<file path="src/rtl/riscv_m_pkg.sv">
// Shared encodings for the RV32M execute unit: func3 selects, M-extension func7
// and the multiply/divide sequencer states.
package riscv_m_pkg;

  localparam logic [2:0] F3_MUL    = 3'b000;
  localparam logic [2:0] F3_MULH   = 3'b001;
  localparam logic [2:0] F3_MULHSU = 3'b010;
  localparam logic [2:0] F3_MULHU  = 3'b011;
  localparam logic [2:0] F3_DIV    = 3'b100;
  localparam logic [2:0] F3_DIVU   = 3'b101;
  localparam logic [2:0] F3_REM    = 3'b110;
  localparam logic [2:0] F3_REMU   = 3'b111;

  localparam logic [6:0] FUNC7_MEXT = 7'b0000001;

  typedef enum logic [1:0] {
    ST_IDLE = 2'b00,
    ST_MUL  = 2'b01,
    ST_DIV  = 2'b10,
    ST_DONE = 2'b11
  } state_e;

endpackage

</file>
<file path="src/rtl/div_iter_step.sv">
// One restoring-division step: shift {rem, quo} left, subtract the divisor
// from the partial remainder when it fits and record the quotient bit.
module div_iter_step #(
  parameter int XLEN = 32
) (
  input  logic [XLEN-1:0] rem_i,
  input  logic [XLEN-1:0] quo_i,
  input  logic [XLEN-1:0] divisor_i,
  output logic [XLEN-1:0] rem_o,
  output logic [XLEN-1:0] quo_o
);

  logic [XLEN:0] sh_rem;
  logic          fits;

  // The shifted remainder can reach XLEN+1 bits when the divisor has its MSB set.
  assign sh_rem = {rem_i, quo_i[XLEN-1]};
  assign fits   = sh_rem >= {1'b0, divisor_i};
  assign rem_o  = fits ? (sh_rem[XLEN-1:0] - divisor_i) : sh_rem[XLEN-1:0];
  assign quo_o  = {quo_i[XLEN-2:0], fits};

endmodule

</file>
<file path="src/rtl/ex_muldiv_unit.sv">
// RV32M execute unit: 2-cycle multiply, 32-step restoring divide, stall to ID/EX.
// state | meaning: IDLE wait for M-op | MUL product | DIV iterating | DONE result valid
module ex_muldiv_unit
  import riscv_m_pkg::*;
#(
  parameter int XLEN = 32
) (
  input  logic            clk_i,
  input  logic            rst_ni,
  input  logic            start_i,
  input  logic            kill_i,
  input  logic [2:0]      func3_i,
  input  logic [XLEN-1:0] op_a_i,
  input  logic [XLEN-1:0] op_b_i,
  input  logic [4:0]      rd_in_i,
  output logic            stall_o,
  output logic            done_o,
  output logic [XLEN-1:0] result_o,
  output logic [4:0]      rd_out_o
);

  localparam int CW = $clog2(XLEN);

  state_e            state_q;
  logic [2:0]        f3_q;
  logic [XLEN-1:0]   a_q, b_q, rem_q, quo_q, dvs_q, result_q;
  logic [4:0]        rd_q, rd_out_q;
  logic [CW-1:0]     cnt_q;
  logic              neg_q_q, neg_r_q, done_q;

  logic              div_signed, a_neg, b_neg, b_zero, ovf;
  logic [XLEN-1:0]   abs_a, abs_b, special_res;
  logic              mul_sa, mul_sb;
  logic [2*XLEN-1:0] mul_a, mul_b, prod;
  logic [XLEN-1:0]   rem_n, quo_n, div_res;

  assign div_signed  = ~func3_i[0];
  assign a_neg       = div_signed & op_a_i[XLEN-1];
  assign b_neg       = div_signed & op_b_i[XLEN-1];
  assign abs_a       = a_neg ? -op_a_i : op_a_i;
  assign abs_b       = b_neg ? -op_b_i : op_b_i;
  assign b_zero      = (op_b_i == '0);
  assign ovf         = div_signed & (op_a_i == {1'b1, {(XLEN-1){1'b0}}}) & (op_b_i == '1);
  assign special_res = b_zero ? (func3_i[1] ? op_a_i : '1) : (func3_i[1] ? '0 : op_a_i);

  // Sign-extending to 2*XLEN keeps the low 2*XLEN bits of the product exact.
  assign mul_sa = a_q[XLEN-1] & ((f3_q == F3_MULH) | (f3_q == F3_MULHSU));
  assign mul_sb = b_q[XLEN-1] & (f3_q == F3_MULH);
  assign mul_a  = {{XLEN{mul_sa}}, a_q};
  assign mul_b  = {{XLEN{mul_sb}}, b_q};
  assign prod   = mul_a * mul_b;

  div_iter_step #(.XLEN(XLEN)) u_step (
    .rem_i     (rem_q),
    .quo_i     (quo_q),
    .divisor_i (dvs_q),
    .rem_o     (rem_n),
    .quo_o     (quo_n)
  );

  assign div_res = f3_q[1] ? (neg_r_q ? -rem_n : rem_n) : (neg_q_q ? -quo_n : quo_n);

  always_ff @(posedge clk_i or negedge rst_ni) begin
    if (!rst_ni) begin
      state_q  <= ST_IDLE;
      f3_q     <= '0;
      a_q      <= '0;
      b_q      <= '0;
      rd_q     <= '0;
      rem_q    <= '0;
      quo_q    <= '0;
      dvs_q    <= '0;
      cnt_q    <= '0;
      neg_q_q  <= 1'b0;
      neg_r_q  <= 1'b0;
      result_q <= '0;
      rd_out_q <= '0;
      done_q   <= 1'b0;
    end else if (kill_i) begin
      state_q <= ST_IDLE;
      done_q  <= 1'b0;
    end else begin
      case (state_q)
        ST_IDLE: begin
          done_q <= 1'b0;
          if (start_i) begin
            f3_q <= func3_i;
            a_q  <= op_a_i;
            b_q  <= op_b_i;
            rd_q <= rd_in_i;
            if (!func3_i[2]) begin
              state_q <= ST_MUL;
            end else if (b_zero || ovf) begin
              result_q <= special_res;
              rd_out_q <= rd_in_i;
              done_q   <= 1'b1;
              state_q  <= ST_DONE;
            end else begin
              rem_q   <= '0;
              quo_q   <= abs_a;
              dvs_q   <= abs_b;
              cnt_q   <= '0;
              neg_q_q <= a_neg ^ b_neg;
              neg_r_q <= a_neg;
              state_q <= ST_DIV;
            end
          end
        end
        ST_MUL: begin
          result_q <= (f3_q == F3_MUL) ? prod[XLEN-1:0] : prod[2*XLEN-1:XLEN];
          rd_out_q <= rd_q;
          done_q   <= 1'b1;
          state_q  <= ST_DONE;
        end
        ST_DIV: begin
          rem_q <= rem_n;
          quo_q <= quo_n;
          cnt_q <= cnt_q + 1'b1;
          if (cnt_q == CW'(XLEN-1)) begin
            result_q <= div_res;
            rd_out_q <= rd_q;
            done_q   <= 1'b1;
            state_q  <= ST_DONE;
          end
        end
        ST_DONE: begin
          done_q  <= 1'b0;
          state_q <= ST_IDLE;
        end
      endcase
    end
  end

  assign stall_o  = (start_i & (state_q == ST_IDLE) & ~kill_i) |
                    (state_q == ST_MUL) | (state_q == ST_DIV);
  assign done_o   = done_q;
  assign result_o = result_q;
  assign rd_out_o = rd_out_q;

endmodule

</file>
<file path="config.mk">
export PLATFORM = sky130hd
export DESIGN_NAME = ex_muldiv_unit
export DESIGN_NICKNAME = d
export VERILOG_FILES = /design/src/rtl/riscv_m_pkg.sv /design/src/rtl/div_iter_step.sv /design/src/rtl/ex_muldiv_unit.sv
export SDC_FILE = /design/constraint.sdc
export NUM_CORES = 2
export LEC_CHECK = 0
export ABC_AREA = 1
export BUFFER_PORTS_ARGS = -buffer_cell sky130_fd_sc_hd__buf_2
export CORE_UTILIZATION = 30
export DETAILED_ROUTE_END_ITERATION = 8
export GPL_ROUTABILITY_DRIVEN = 1
export PLACE_DENSITY_LB_ADDON = 0.05
export SYNTH_ARGS = -nofsm -noshare
export SYNTH_HDL_FRONTEND = slang
export SYNTH_SLANG_ARGS = --single-unit
</file>
<file path="constraint.sdc">
create_clock -name clk_i -period 9.5 [get_ports clk_i]
set_input_delay 0.95 -clock clk_i [delete_from_list [all_inputs] [get_ports clk_i]]
set_output_delay 0.95 -clock clk_i [all_outputs]
set_load 0.03 [all_outputs]
</file>
Yosys cells after proc, flatten, opt, wreduce, memory -nomap -nowiden
Cells that the tools add are included.
{ "word_totals": {"out_inout_bits": 39, "latch_bits": 0, "n_memories": 0, "register_bits": 215, "input_bits": 76, "rom_bits": 0, "mem_bits_rw": 0} }
{ "classes": {"n_bitwise": 15, "n_eq_ne": 15, "muxes": 44, "reduce_logical": 11, "n_shift": 0, "div": 0, "addsub": 6, "magnitude_cmp": 1, "mul": 1} }
{ "ops": {"columns": ["cell", "count"], "rows": [
  ["$mux 32", 20],
  ["$neg 32->32", 4],
  ["$pmux 32 s2", 2],
  ["$pmux 32 s3", 1],
  ["$eq 32x32->1 const B", 2],
  ["$mul 33x33->64", 1],
  ["$mux 5", 7],
  ["$ge 33x32->1", 1],
  ["$logic_not 32->1", 1],
  ["$sub 32x32->32", 1],
  ["$pmux 5 s3", 1],
  ["$ne 2x2->1 const B", 5],
  ["$pmux 5 s2", 1],
  ["$reduce_and 5->1", 2],
  ["$and 1x1->1", 8],
  ["$mux 2", 4],
  ["$pmux 2 s4", 1],
  ["$mux 1", 6],
  ["$ne 3x3->1 const B", 2],
  ["$reduce_and 6->1", 1],
  ["$add 5x1->5 const B", 1],
  ["$eq 5x5->1 const B", 1],
  ["$eq 2x2->1 const B", 2],
  ["$pmux 1 s4", 1],
  ["other kinds (13)", 17]
]} }

Logic depth before layout (Yosys ltp)
{ "logic_depth": {"depth_word": 9, "ltp_mapped": 40} }

Cells and area by module
A second synthesis with hierarchy kept.
{ "hier_totals": {"hier_cells": 7849, "hier_area_um2": 57239.9} }
{ "by_module_without_submodules": {"columns": ["module", "cells_each", "instances", "area_each_um2"], "rows": [
  ["ex_muldiv_unit", 7170, 1, 53839.1],
  ["div_iter_step", 679, 1, 3400.8]
]} }

Worst setup path before layout
OpenSTA, ideal clock, no wires.
{ "synth_timing": {"path_kind": "register -> register", "from": "register f3_q[1]", "to": "register result_q[28] (netlist: result_o[28])", "path_buffers": 1, "slack_ns": 1.506, "arrival_time_ns": 7.928, "required_ns": 9.434, "stages_incl_launch_ff": 32, "setup_time_ns": 0.066, "synth_period_minus_slack_ns": 7.994, "path_cell_list": "dfrtp_1 buf_2 nand3_1 nand2_1 nand2_1 nor2_1 fa_1 inv_1 fa_1 inv_1 fa_1 inv_1 fa_1 inv_1 fa_1 fa_1 fa_1 inv_1 fa_1 inv_1 ha_1 a21oi_1 o21ai_0 o21bai_1 a221oi_1 o211ai_1 or2_2 nand3_1 a31oi_1 nand2_1 nand2_1 nand2_1"} }
{ "synth_between": {"elab_chain_len": 6} }
{ "synth_lines": {"columns": ["element", "line_no", "rtl"], "rows": [
  ["from (decl)", "ex_muldiv_unit.sv:25", "logic [2:0] f3_q;"],
  ["from (signal assigned)", "ex_muldiv_unit.sv:87", "f3_q <= func3_i;"],
  ["$eq 3x1->1 / $eq 3x2->1 (equally long branches)", "ex_muldiv_unit.sv:47, ex_muldiv_unit.sv:48", null],
  ["$or 1x1->1", "ex_muldiv_unit.sv:47", "assign mul_sa = a_q[XLEN-1] & ((f3_q == F3_MULH) | (f3_q == F3_MULHSU));"],
  ["$and 1x1->1", "ex_muldiv_unit.sv:47", null],
  ["$mul 33x33->64", "ex_muldiv_unit.sv:51", "assign prod = mul_a * mul_b;"],
  ["$mux 32", "ex_muldiv_unit.sv:110", "result_q <= (f3_q == F3_MUL) ? prod[XLEN-1:0] : prod[2*XLEN-1:XLEN];"],
  ["$pmux 32 s3 (*)", "ex_muldiv_unit.sv:83", "case (state_q)"],
  ["to (signal assigned)", "ex_muldiv_unit.sv:94", "result_q <= special_res;"],
  ["to (signal assigned)", "ex_muldiv_unit.sv:110", null],
  ["to (signal assigned)", "ex_muldiv_unit.sv:120", "result_q <= div_res;"],
  ["to (decl)", "ex_muldiv_unit.sv:26", "logic [XLEN-1:0] a_q, b_q, rem_q, quo_q, dvs_q, result_q;"]
]} }
Mark *: on every way between the ends. The rest lies on a longest branch, timed or not. The select of a mux whose other input is x is not followed.
A chain may end at the register's enable or synchronous reset.

Worst setup path in the final report
{ "layout_timing": {"from": "register a_q[24]", "to": "register result_q[23] (netlist: result_o[23])"} }
{ "layout_between": {"elab_chain_len": 3} }
{ "layout_lines": {"columns": ["element", "line_no", "rtl"], "rows": [
  ["from (decl)", "ex_muldiv_unit.sv:26", null],
  ["from (signal assigned)", "ex_muldiv_unit.sv:88", "a_q <= op_a_i;"],
  ["$mul 33x33->64", "ex_muldiv_unit.sv:51", null],
  ["$mux 32", "ex_muldiv_unit.sv:110", null],
  ["$pmux 32 s3", "ex_muldiv_unit.sv:83", null]
]} }
Every way passes these cells.

==> flow_summary.yaml <==
sta:
  skew_ps: 17.1
  worst_pin_slew_ps: 1190
  finalHoldViolCount: 0
  finalCriticalPeriod_ps: 8960
  setup_viol: 0
  fmax_mhz: 112
  fin_crit_sh_pct: 94.3
  drv_slew: 0
  grt_setup_unrepaired: "no"
  tns_ps: 0
  slew_headroom_pct: 20.8
floorplan:
  start_util_pct: 30.3
  core-area_um2: 184000
  num_rows: 157
  die_area_um2: 188000
  dieWidth_um: 433
  ios: 115
  fp.dieH_um: 433
clock_network:
  worstSkewPairLatency_ps: 610
  h-tree-depth: 1
  root_buffer: "clkbuf_16"
  cts_tree: "done"
  clk_pin_slew_ps: 70
  numClockSinks: 215
  cts_inserted_buffers: 29
  cts_setup_buffers: 0
  clock_path_buffers: 3
synthesis:
  synth_ff_type: "dfrtp_1"
  synth_xor_area_share_pct: 1.85
  yosys-mux-area-fraction_pct: 0.0180
  synth_edf_count: 0
  synth_compound_area_share_pct: 7.16
  seq_area_frac_synth_pct: 9.65
  yosysMostFrequentCell: "nand2_1"
  yosysTopAreaCellShare_pct: 40.4
  synth_common_cells: "nand2_1, inv_1, fa_1, o21ai_0, clkbuf_1"
  synth_adder_area_share_pct: 46.2
  avgSynthCellArea_um2: 7.52
  synthesis.nets: 8866
  ys_seq_elements: 215
  syn_inst: 7410
  synth-simple-area-share_pct: 19.7
  synth_warnings: 0
  synth_top_family_by_area: "adder cells"
  syn_area_um2: 55700
  synth_cell_types: 59
  synth_top_area_cell: "fa_1"
  async_flop_share_pct: 100
  synth.area.top_cells: "fa_1, nand2_1, inv_1, dfrtp_1, ha_1"
critical_path:
  crit_required_ps: 9990
  max_stage_delay_ps: 1100
  start_kind: "flop"
  reg2reg_depth: 32
  reg2reg_slack_ps: 540
  crit_top_cell: "fa_1"
  arrival_ps: 9450
  end_kind: "flop"
  path_class: "flop to flop"
  crit_path_max_fanout: 19
  cp_slowest_cell: "dfrtp_1"
place:
  placed_area_um2: 59400
  globalplace.congestion: 0.915
  dp_hpwl_um: 177000
  portBuffers: 114
drt:
  wl_per_cell_um: 21.2
  viasPerCell: 4.68
  dr.pass1.iters: 6
  drc: 0
  drt_wl_total_um: 208000
  vias: 46000
  drt_iter0_drc: 2517
  ant_nets: 0
finish:
  area_growth_pct: 8.46
  fillers: 20200
  drive_above_1_share_pct: 6.26
  design_area_um2: 60500
  nNetsFinal: 8811
global_routing:
  grt_pass1_wl_um: 323000
  grt_max_degree: 91
  antenna_found_initial: 12
  grt-ovfl-total: 0
  grt_pass1_vias: 49600
  grt_use_total_pct: 22.8
hold_path:
  hp-class: "input port to async pin"
run_status:
  outcome: "complete, no violations"
run:
  maxCapViolations: 0
## state kept, by name (all words and copies together) (netlist names)
register	cells
a_q	32
b_q	32
cnt_q	5
done_o	1
dvs_q	32
f3_q	3
neg_q_q	1
neg_r_q	1
quo_q	32
rd_out_o	5
rd_q	5
rem_q	32
result_o	32
state_q	2
## layout by cell type, fill, tap and decap left out, drive strengths merged, types with 39 or more instances in the layout
master / n
inv: 1894
nand4: 39
nor2: 315
o21ai: 405
nand3: 175
buf: 282
a31oi: 42
dfrtp: 215
fa: 1126
a21oi: 200
xor2: 82
nor3: 60
ha: 254
nand2: 2043
clkbuf: 41
## cell type report
type / count / area [µm²] / share of cell area (%)
repair buffers: 282 / 2040 / 3.38
flip-flops and latches: 215 / 5390 / 8.92
inverters: 1897 / 7120 / 11.8
well taps: 2464 / 3080 / 5.10
clock buffers: 41 / 841 / 1.39
multi-input cells: 4930 / 41800 / 69.1
clock inverters: 13 / 183 / 0.302
diodes: 4 / 10.0 / 0.0166
## worst paths after layout
check,startpoint,to
max,a_q[24]$_DFFE_PN0P_,result_o[23]$_DFFE_PN0P_
min,rst_ni,rem_q[23]$_DFFE_PN0P_
max reg2reg,a_q[24]$_DFFE_PN0P_,result_o[23]$_DFFE_PN0P_
min reg2reg,rd_q[1]$_DFFE_PN0P_,rd_q[1]$_DFFE_PN0P_
max in group asynchronous,rst_ni,a_q[8]$_DFFE_PN0P_
min in group clk_i,rd_q[1]$_DFFE_PN0P_,rd_q[1]$_DFFE_PN0P_
## stage by stage
stage                     hold slack (ps)  instances  util (%)  setup slack [ps]
after floorplan                       442       7410         -              1510
after global placement                456       9788      32.3               369
after detailed placement              459       9788      32.3               362
after CTS                             380       9842      32.9               259
after global routing                  398       9842      32.9              39.1
final                                 335       9846      32.9               543
## per-layer routing
layer	global-route usage (%)	share of wire, %	vias up
li1	-	-	21500
met1	33.3	49	23600
met2	37.7	47	798
met3	1.50	3.3	121
met4	2.98	1.4	8
met5	0	0.025	-
## logic make-up (layout without fill, tap and decap cells)
kind of cell | Yosys count | count (layout)
compound gates | 730 | 730
xor+xnor | 118 | 118
fa+ha+maj | 1381 | 1381
buf+inv | 2265 | 2233
flops | 215 | 215
mux | 1 | 1
other cells | 0 | 4
simple gates | 2700 | 2700
## worst max-delay path: cells and delay by family, from the launching register on
kind,cells,cell delay (ps)
adder cells (fa/ha/maj),9,4450
AND/OR/NAND/NOR,10,1220
AO/OA/AOI/OAI,4,1110
flip-flops,1,1100
buffers and inverters,9,920
## what timing repair did
action	CTS	global route
setup endpoints to repair	0	3
resized for setup	0	2
hold buffers	0	0
Power is left out: the tool's default activity adds up to more than one toggle a clock period on the data nets, which glitch-free logic cannot reach.
